==> src/rtl/inv_trim_sequencer.sv <==
// Closed-loop trim sequencer for the up/down inverter pair: linear search on the PMOS
// code, then the NMOS code, driven by synchronized comparator feedback.
module inv_trim_sequencer #(
  parameter int CONF_BITS     = 4,
  parameter int SETTLE_CYCLES = 8
) (
  input  logic                 clk,
  input  logic                 rst_n,
  input  logic                 start,
  input  logic                 o_invu,
  input  logic                 o_invd,
  output logic [CONF_BITS-1:0] invu_pconf,
  output logic [CONF_BITS-1:0] invu_nconf,
  output logic [CONF_BITS-1:0] invd_pconf,
  output logic [CONF_BITS-1:0] invd_nconf,
  output logic                 busy,
  output logic                 done,
  output logic                 locked,
  output logic                 sat_p,
  output logic                 sat_n,
  output logic                 fault,
  output logic [CONF_BITS+1:0] step_cnt
);

  localparam logic [7:0] SETTLE_LOAD = 8'(SETTLE_CYCLES - 1);

  typedef enum logic [2:0] {
    IDLE, P_SETTLE, P_SAMPLE, N_SETTLE, N_SAMPLE, FIN, ERR
  } state_t;

  state_t               state, state_nx;
  logic [1:0]           sync_u, sync_d;
  logic [7:0]           settle, settle_nx;
  logic                 hist_valid, hist_valid_nx, hist_dec, hist_dec_nx;
  logic [CONF_BITS-1:0] pconf_nx, nconf_nx, active_code;
  logic [CONF_BITS+1:0] cnt_nx;
  logic                 busy_nx, done_nx, locked_nx, sat_p_nx, sat_n_nx, fault_nx;
  logic [1:0]           fb;
  logic                 req_dec, fb_bad, reversal, at_limit;

  assign fb          = {sync_u[1], sync_d[1]};
  assign req_dec     = (fb == 2'b10);
  assign fb_bad      = (fb[1] == fb[0]);
  assign active_code = (state == N_SAMPLE) ? invu_nconf : invu_pconf;
  assign reversal    = hist_valid && (hist_dec != req_dec);
  assign at_limit    = req_dec ? (active_code == '0) : (active_code == '1);

  assign invd_pconf = ~invu_pconf;
  assign invd_nconf = ~invu_nconf;

  always_ff @(posedge clk or negedge rst_n) begin
    if (!rst_n) begin
      sync_u <= '0;
      sync_d <= '0;
    end else begin
      sync_u <= {sync_u[0], o_invu};
      sync_d <= {sync_d[0], o_invd};
    end
  end

  always_ff @(posedge clk or negedge rst_n) begin
    if (!rst_n) begin
      state      <= IDLE;
      settle     <= '0;
      hist_valid <= 1'b0;
      hist_dec   <= 1'b0;
      invu_pconf <= '1;
      invu_nconf <= '1;
      step_cnt   <= '0;
      busy       <= 1'b0;
      done       <= 1'b0;
      locked     <= 1'b0;
      sat_p      <= 1'b0;
      sat_n      <= 1'b0;
      fault      <= 1'b0;
    end else begin
      state      <= state_nx;
      settle     <= settle_nx;
      hist_valid <= hist_valid_nx;
      hist_dec   <= hist_dec_nx;
      invu_pconf <= pconf_nx;
      invu_nconf <= nconf_nx;
      step_cnt   <= cnt_nx;
      busy       <= busy_nx;
      done       <= done_nx;
      locked     <= locked_nx;
      sat_p      <= sat_p_nx;
      sat_n      <= sat_n_nx;
      fault      <= fault_nx;
    end
  end

  always_comb begin
    state_nx      = state;
    settle_nx     = settle;
    hist_valid_nx = hist_valid;
    hist_dec_nx   = hist_dec;
    pconf_nx      = invu_pconf;
    nconf_nx      = invu_nconf;
    cnt_nx        = step_cnt;
    busy_nx       = busy;
    done_nx       = 1'b0;
    locked_nx     = locked;
    sat_p_nx      = sat_p;
    sat_n_nx      = sat_n;
    fault_nx      = fault;

    case (state)
      IDLE: begin
        if (start) begin
          pconf_nx      = '1;
          nconf_nx      = '1;
          locked_nx     = 1'b0;
          sat_p_nx      = 1'b0;
          sat_n_nx      = 1'b0;
          fault_nx      = 1'b0;
          cnt_nx        = '0;
          hist_valid_nx = 1'b0;
          busy_nx       = 1'b1;
          settle_nx     = SETTLE_LOAD;
          state_nx      = P_SETTLE;
        end
      end
      P_SETTLE, N_SETTLE: begin
        if (settle == '0) state_nx = (state == P_SETTLE) ? P_SAMPLE : N_SAMPLE;
        else              settle_nx = settle - 1'b1;
      end
      // A reversal wins over saturation: the search already straddled the trip point.
      P_SAMPLE, N_SAMPLE: begin
        if (fb_bad) begin
          fault_nx = 1'b1;
          state_nx = ERR;
        end else if (reversal || at_limit) begin
          if (!reversal) begin
            if (state == P_SAMPLE) sat_p_nx = 1'b1;
            else                   sat_n_nx = 1'b1;
          end
          if (state == P_SAMPLE) begin
            state_nx      = N_SETTLE;
            settle_nx     = SETTLE_LOAD;
            hist_valid_nx = 1'b0;
          end else begin
            state_nx = FIN;
          end
        end else begin
          if (state == P_SAMPLE) pconf_nx = req_dec ? invu_pconf - 1'b1 : invu_pconf + 1'b1;
          else                   nconf_nx = req_dec ? invu_nconf - 1'b1 : invu_nconf + 1'b1;
          if (step_cnt != '1) cnt_nx = step_cnt + 1'b1;
          hist_valid_nx = 1'b1;
          hist_dec_nx   = req_dec;
          settle_nx     = SETTLE_LOAD;
          state_nx      = (state == P_SAMPLE) ? P_SETTLE : N_SETTLE;
        end
      end
      FIN: begin
        locked_nx = !sat_p && !sat_n;
        done_nx   = 1'b1;
        busy_nx   = 1'b0;
        state_nx  = IDLE;
      end
      ERR: begin
        done_nx  = 1'b1;
        busy_nx  = 1'b0;
        state_nx = IDLE;
      end
      default: state_nx = IDLE;
    endcase
  end

endmodule

==> config.mk <==
export PLATFORM = sky130hd
export DESIGN_NAME = inv_trim_sequencer
export DESIGN_NICKNAME = d
export VERILOG_FILES = /design/src/rtl/inv_trim_sequencer.sv
export SDC_FILE = /design/constraint.sdc
export NUM_CORES = 1
export LEC_CHECK = 0
export CAP_MARGIN = 15
export CORE_AREA = 2 2 84 86
export DETAILED_ROUTE_END_ITERATION = 12
export DIE_AREA = 0 0 86 88
export HOLD_SLACK_MARGIN = 0.08
export PLACE_DENSITY = 0.51
export SYNTH_ARGS = -nofsm -noshare
export SYNTH_HDL_FRONTEND = slang
export SYNTH_SLANG_ARGS = --single-unit
==> constraint.sdc <==
create_clock -name clk -period 4.2 [get_ports clk]
set_input_delay 1.05 -clock clk [delete_from_list [all_inputs] [get_ports clk]]
set_output_delay 1.05 -clock clk [all_outputs]
set_load 0.01 [all_outputs]
* After elaboration in Yosys (flattened, before gate mapping)
Cells that the tools add are included.
** Cells by class
- Eq/ne operators :: 23
- Bitwise logic cells :: 4
- Reduce and logical (&&, ||, !) cells :: 27
- Add/subtract/negate cells :: 6
- Mux-type cells :: 53
** Operators by type and width (count)
- two-way mux 4 bit :: 10
- two-way mux 8 bit :: 5
- two-way mux 6 bit :: 4
- one-hot mux 8 bit (3 select lines) :: 1
- != test 2 bit (second input constant) :: 11
- AND reduction 5 bit :: 4
- two-way mux 3 bit :: 6
- two-way mux 1 bit :: 16
- one-hot mux 4 bit (2 select lines) :: 2
- one-hot mux 1 bit (2 select lines) :: 6
- one-hot mux 6 bit (2 select lines) :: 1
- AND reduction 6 bit :: 2
- equality test 3 bit (second input constant) :: 3
- one-hot mux 3 bit (3 select lines) :: 1
- adder 4 x 1 -> 4 bit (second input constant) :: 2
- zero test 8 bit :: 1
- NOT 4 bit :: 2
- subtractor 4 x 1 -> 4 bit (second input constant) :: 2
- subtractor 8 x 1 -> 8 bit (second input constant) :: 1
- adder 6 x 1 -> 6 bit (second input constant) :: 1
- equality test 3 x 2 -> 1 bit (second input constant) :: 2
- != test 6 bit (second input constant) :: 1
- AND reduction 2 bit :: 3
- AND reduction 3 bit :: 2
- 17 further kinds :: 24
** Storage, ports and cells
- Flip-flop bits (word level) :: 37
- Input port bits :: 5
- Logic and storage cells :: 128

* Longest topological paths before layout
- Depth after elaboration :: 8
- Depth in mapped cells :: 11

* Worst setup path before layout
No wires, ideal clock.
- Kind :: register to register
- Start point :: reg sync_d[1]
- End point :: reg settle[7]
- Path buffers :: 0
- Path slack :: 1.811 ns
- Arrival :: 2.262 ns
- Stages on the path, launching flop included :: 12
- Library setup time :: 0.128 ns
- Path through :: dfrtp_1 > inv_1 > ha_1 > and4b_1 > mux2i_2 > mux2_1 > nand2_1 > ha_1 > a211o_1 > o2bb2ai_2 > o21ai_1 > o31ai_1
** Between the ends
- Word-level cells in the longest chain between the ends :: 7
** Ends and longest elaborated chain
- from (decl) :: RTL line 32 : logic [1:0] sync_u, sync_d;
- from (signal assigned) :: RTL line 57 : sync_d <= {sync_d[0], o_invd};
- equality test 2 bit * :: RTL line 42 : assign req_dec = (fb == 2'b10);
- named net req_dec :: RTL line 39 : logic req_dec, fb_bad, reversal, at_limit;
- != test 1 bit :: RTL line 45 : assign reversal = hist_valid && (hist_dec != req_dec);
- logical AND 1 bit :: RTL line 45
- logical OR 1 bit * :: RTL line 133 : end else if (reversal || at_limit) begin
- two-way mux 8 bit :: RTL line 133
- two-way mux 8 bit :: RTL line 130 : if (fb_bad) begin
- one-hot mux 8 bit (3 select lines) :: RTL line 108 : case (state)
- to (signal assigned) :: RTL line 78 : settle <= settle_nx;
- to (decl) :: RTL line 33 : logic [7:0] settle, settle_nx;
The timed path passes the listed nets; every way through them passes the cells marked *. The select of a mux whose other input is x is not followed.
A chain may end at the register's enable or synchronous reset.

* Final worst setup path
Ends and elaborated chain as after synthesis.

==> metrics.txt <==
Initial Util 34.41%; # resized after CTS 0; Synth Net Count 257; fmax 367.0 MHz; core area 6644 um^2; EDFF count, synth 0; period utilization 64.88%; Arr. time, crit path 2.90 ns; Cell Chain, Critical Path inv_1 > ha_1 > and4b_1 > mux2i_2 > mux2_1 > nand2_1 > ha_1 > a211o_1 > o2bb2ai_2 > o21ai_1 > o31ai_1; endpoints failing hold 0; Routed WL per cell 15.24 um; FILL cells 626; NetSw 0.1756 mW; antenna-violating nets left 0; Initial DRC Count 135; residual DRC count 0; ys async rst share 100.0%; cts hold-fix bufs 0; power share of the combinational group 7.8%; leading area contributor after synthesis dfrtp_1; Boundary Pins 33; Worst VDD drop 0.0001072 V; Seq/Total Area, Yosys 40.94%; clock tree sinks 37; first-pass GRT wire length 8935 um; largest net degree at the start of global routing 38; worst r2r src sync_d[1]; CP max FO 11; final setup fails 0; Worst-Skew Late Latency 0.30 ns; htree depth 2; DR vias 1921; grt ovf 0; max-slew violation count 0; Die X-Extent 86 um; drt pass-1 iters 5; flops & latches, synth 37; CTS clk-pin slew, worst paths 0.09 ns; critical path required time 4.38 ns; register share of total power 49.4%; ANT cells 0; worst min path class flip-flop to flip-flop; total track usage 14.90%; Crit Path Category flip-flop to flip-flop; vias per cell 5.442; Netlist Area Pre-Place 2286 um^2; worst clock skew 0.01289 ns; layout cells sized above 1 10.99%; internal power 0.5637 mW; Ys Warns 0; Post-CTS Setup Repair Bufs 0; leakage 1.161 nW; Root Driver clkbuf_8; RSZ-0062 raised after global routing no; Post-Syn Instances 241; vias in the first global route 1838; synth top area cells dfrtp_1 (32%), dfstp_2 (9.2%), ha_1 (4.9%); die area 7568 um^2; Slowest-stage cell, CP ha_1; gpl congestion 0.7560; CP endpoint kind flip-flop; CTS buffer count 5; Final TNS setup 0 ns; status completed; Max Root-Sink Buffers 2; Yosys top cell area share 31.75%; PD cells 266.7 nW/um^2; slew margin rel. 38.77%; TritonCTS clock tree yes; Setup crit start sync_d[1]; Placed Instances 345; Layout Cells excl Fill 353; ys flop type dfrtp_1; die height 88 um; Syn Area/Cell 9.485 um^2; IO Port Bufs 32; Yosys cell types 52; Hold Startpoint sync_d[0]; initial antenna violation count 0; FP Rows 30; min Tclk post-route 2.725 ns; Max-cap violations 0; Slew @ Worst Pin 0.9109 ns; Startpoint Class flip-flop; Switching Share 23.75%; synth-to-layout area growth 21.29%; clock power share 42.8%; most frequent CP cell ha_1; CP peak stage delay 0.42 ns; fin nets 288; DRT Wirelength 5381 um; dpl hpwl 3752 um
-- final timing paths --
path                               end  slack (ns)  depth (start not counted)
max reg2reg                  settle[7]        1.47                         11
max                          settle[7]        1.47                         11
min                          sync_d[1]        0.35                          0
min in group asynchronous    settle[4]        0.85                          1
max in group asynchronous  step_cnt[1]        2.80                          1
min reg2reg                  sync_d[1]        0.35                          0
-- state kept, by name (all words and copies together) (netlist names) --
name,count
busy,1
locked,1
done,1
sync_d,2
settle,8
hist_dec,1
hist_valid,1
invu_nconf,4
sync_u,2
state,3
fault,1
invu_pconf,4
step_cnt,6
sat_n,1
sat_p,1
-- logic make-up (layout without fill, tap and decap cells) --
logic type | after synthesis | count (layout) | synth area share (%)
mux | 6 | 6 | 3.558
xor+xnor | 8 | 8 | 3.065
fa+ha+maj | 11 | 11 | 6.678
flops | 37 | 37 | 40.94
simple gates | 85 | 85 | 19.54
compound gates | 70 | 70 | 21.68
buf+inv | 24 | 56 | 4.543
-- power by group through the flow --
| stage | clock (mW) | sequential (mW) | combinational (mW) |
|---|---|---|---|
| global route | 0.339 | 0.366 | 0.0649 |
| CTS | 0.324 | 0.366 | 0.0587 |
| detailed placement | 0 | 0.372 | 0.0584 |
| floorplan | 0 | 0.373 | 0.0311 |
| global placement | 0 | 0.372 | 0.0581 |
| finish | 0.316 | 0.366 | 0.0577 |
-- final cells by class --
cell class	instances	area [um^2]	area share, %
inverter	15	56.30	2.031
multi-input combinational	180	1246	44.95
clock buffer	6	72.57	2.617
clock inverter	2	38.79	1.399
tap	80	100.1	3.610
timing repair buffer	33	322.8	11.64
sequential	37	935.9	33.75
-- routing by layer --
metal,share of wire [%],wire length [um],GRT usage (%),vias up
met5,0,0,0,-
met4,0.95,51,4.329,0
met3,4.1,218,2.922,5
met2,46,2484,23.96,56
met1,49,2627,20.43,924
li1,-,-,-,936
-- cell usage after synthesis, types with 3 or more instances --
library cell / instances
nor2b_1: 3
nor3_1: 9
xnor2_1: 4
ha_1: 9
o21ai_0: 4
a21oi_1: 17
nor2_1: 18
dfrtp_1: 29
clkbuf_1: 4
dfstp_2: 8
nand3_1: 9
a21o_1: 5
nor4b_1: 3
inv_1: 15
o21ai_1: 16
o31ai_1: 3
or4_1: 5
xor2_1: 4
a211o_1: 3
nand2b_1: 7
nand2_1: 21
o211ai_1: 4
-- through the flow --
stage	worst slack [ns]	power, mW	area, um^2	util, %	hold WS [ns]
after global placement	1.348	0.4306	2661	40.06	0.3326
final	1.475	0.7394	2773	41.73	0.3531
after detailed placement	1.290	0.4307	2661	40.06	0.3372
after CTS	1.452	0.7482	2773	41.73	0.3557
after floorplan	1.811	0.4038	2286	-	0.3312
after global routing	1.230	0.7703	2773	41.73	0.3634
-- cells in the final DEF (no fill, tap or decap), types with 3 or more instances in the layout --
master	instances
a211o_1	3
a21o_1	5
a21oi_1	17
clkbuf_8	5
clkdlybuf4s50_1	31
dfrtp_1	29
dfstp_2	8
ha_1	9
inv_1	15
nand2_1	21
nand2b_1	7
nand3_1	9
nor2_1	18
nor2b_1	3
nor3_1	9
nor4b_1	3
o211ai_1	4
o21ai_0	4
o21ai_1	16
o31ai_1	3
or4_1	5
xnor2_1	4
xor2_1	4
-- worst max-delay path, delay by kind of cell (launching register included) --
| family | cells | cell delay, ns |
|---|---|---|
| compound gates | 4 | 0.72 |
| flops | 1 | 0.36 |
| mux | 2 | 0.49 |
| buf+inv | 1 | 0.05 |
| fa+ha+maj | 2 | 0.65 |
| simple gates | 2 | 0.33 |
Note: power is estimated with default switching activity, not from simulation.
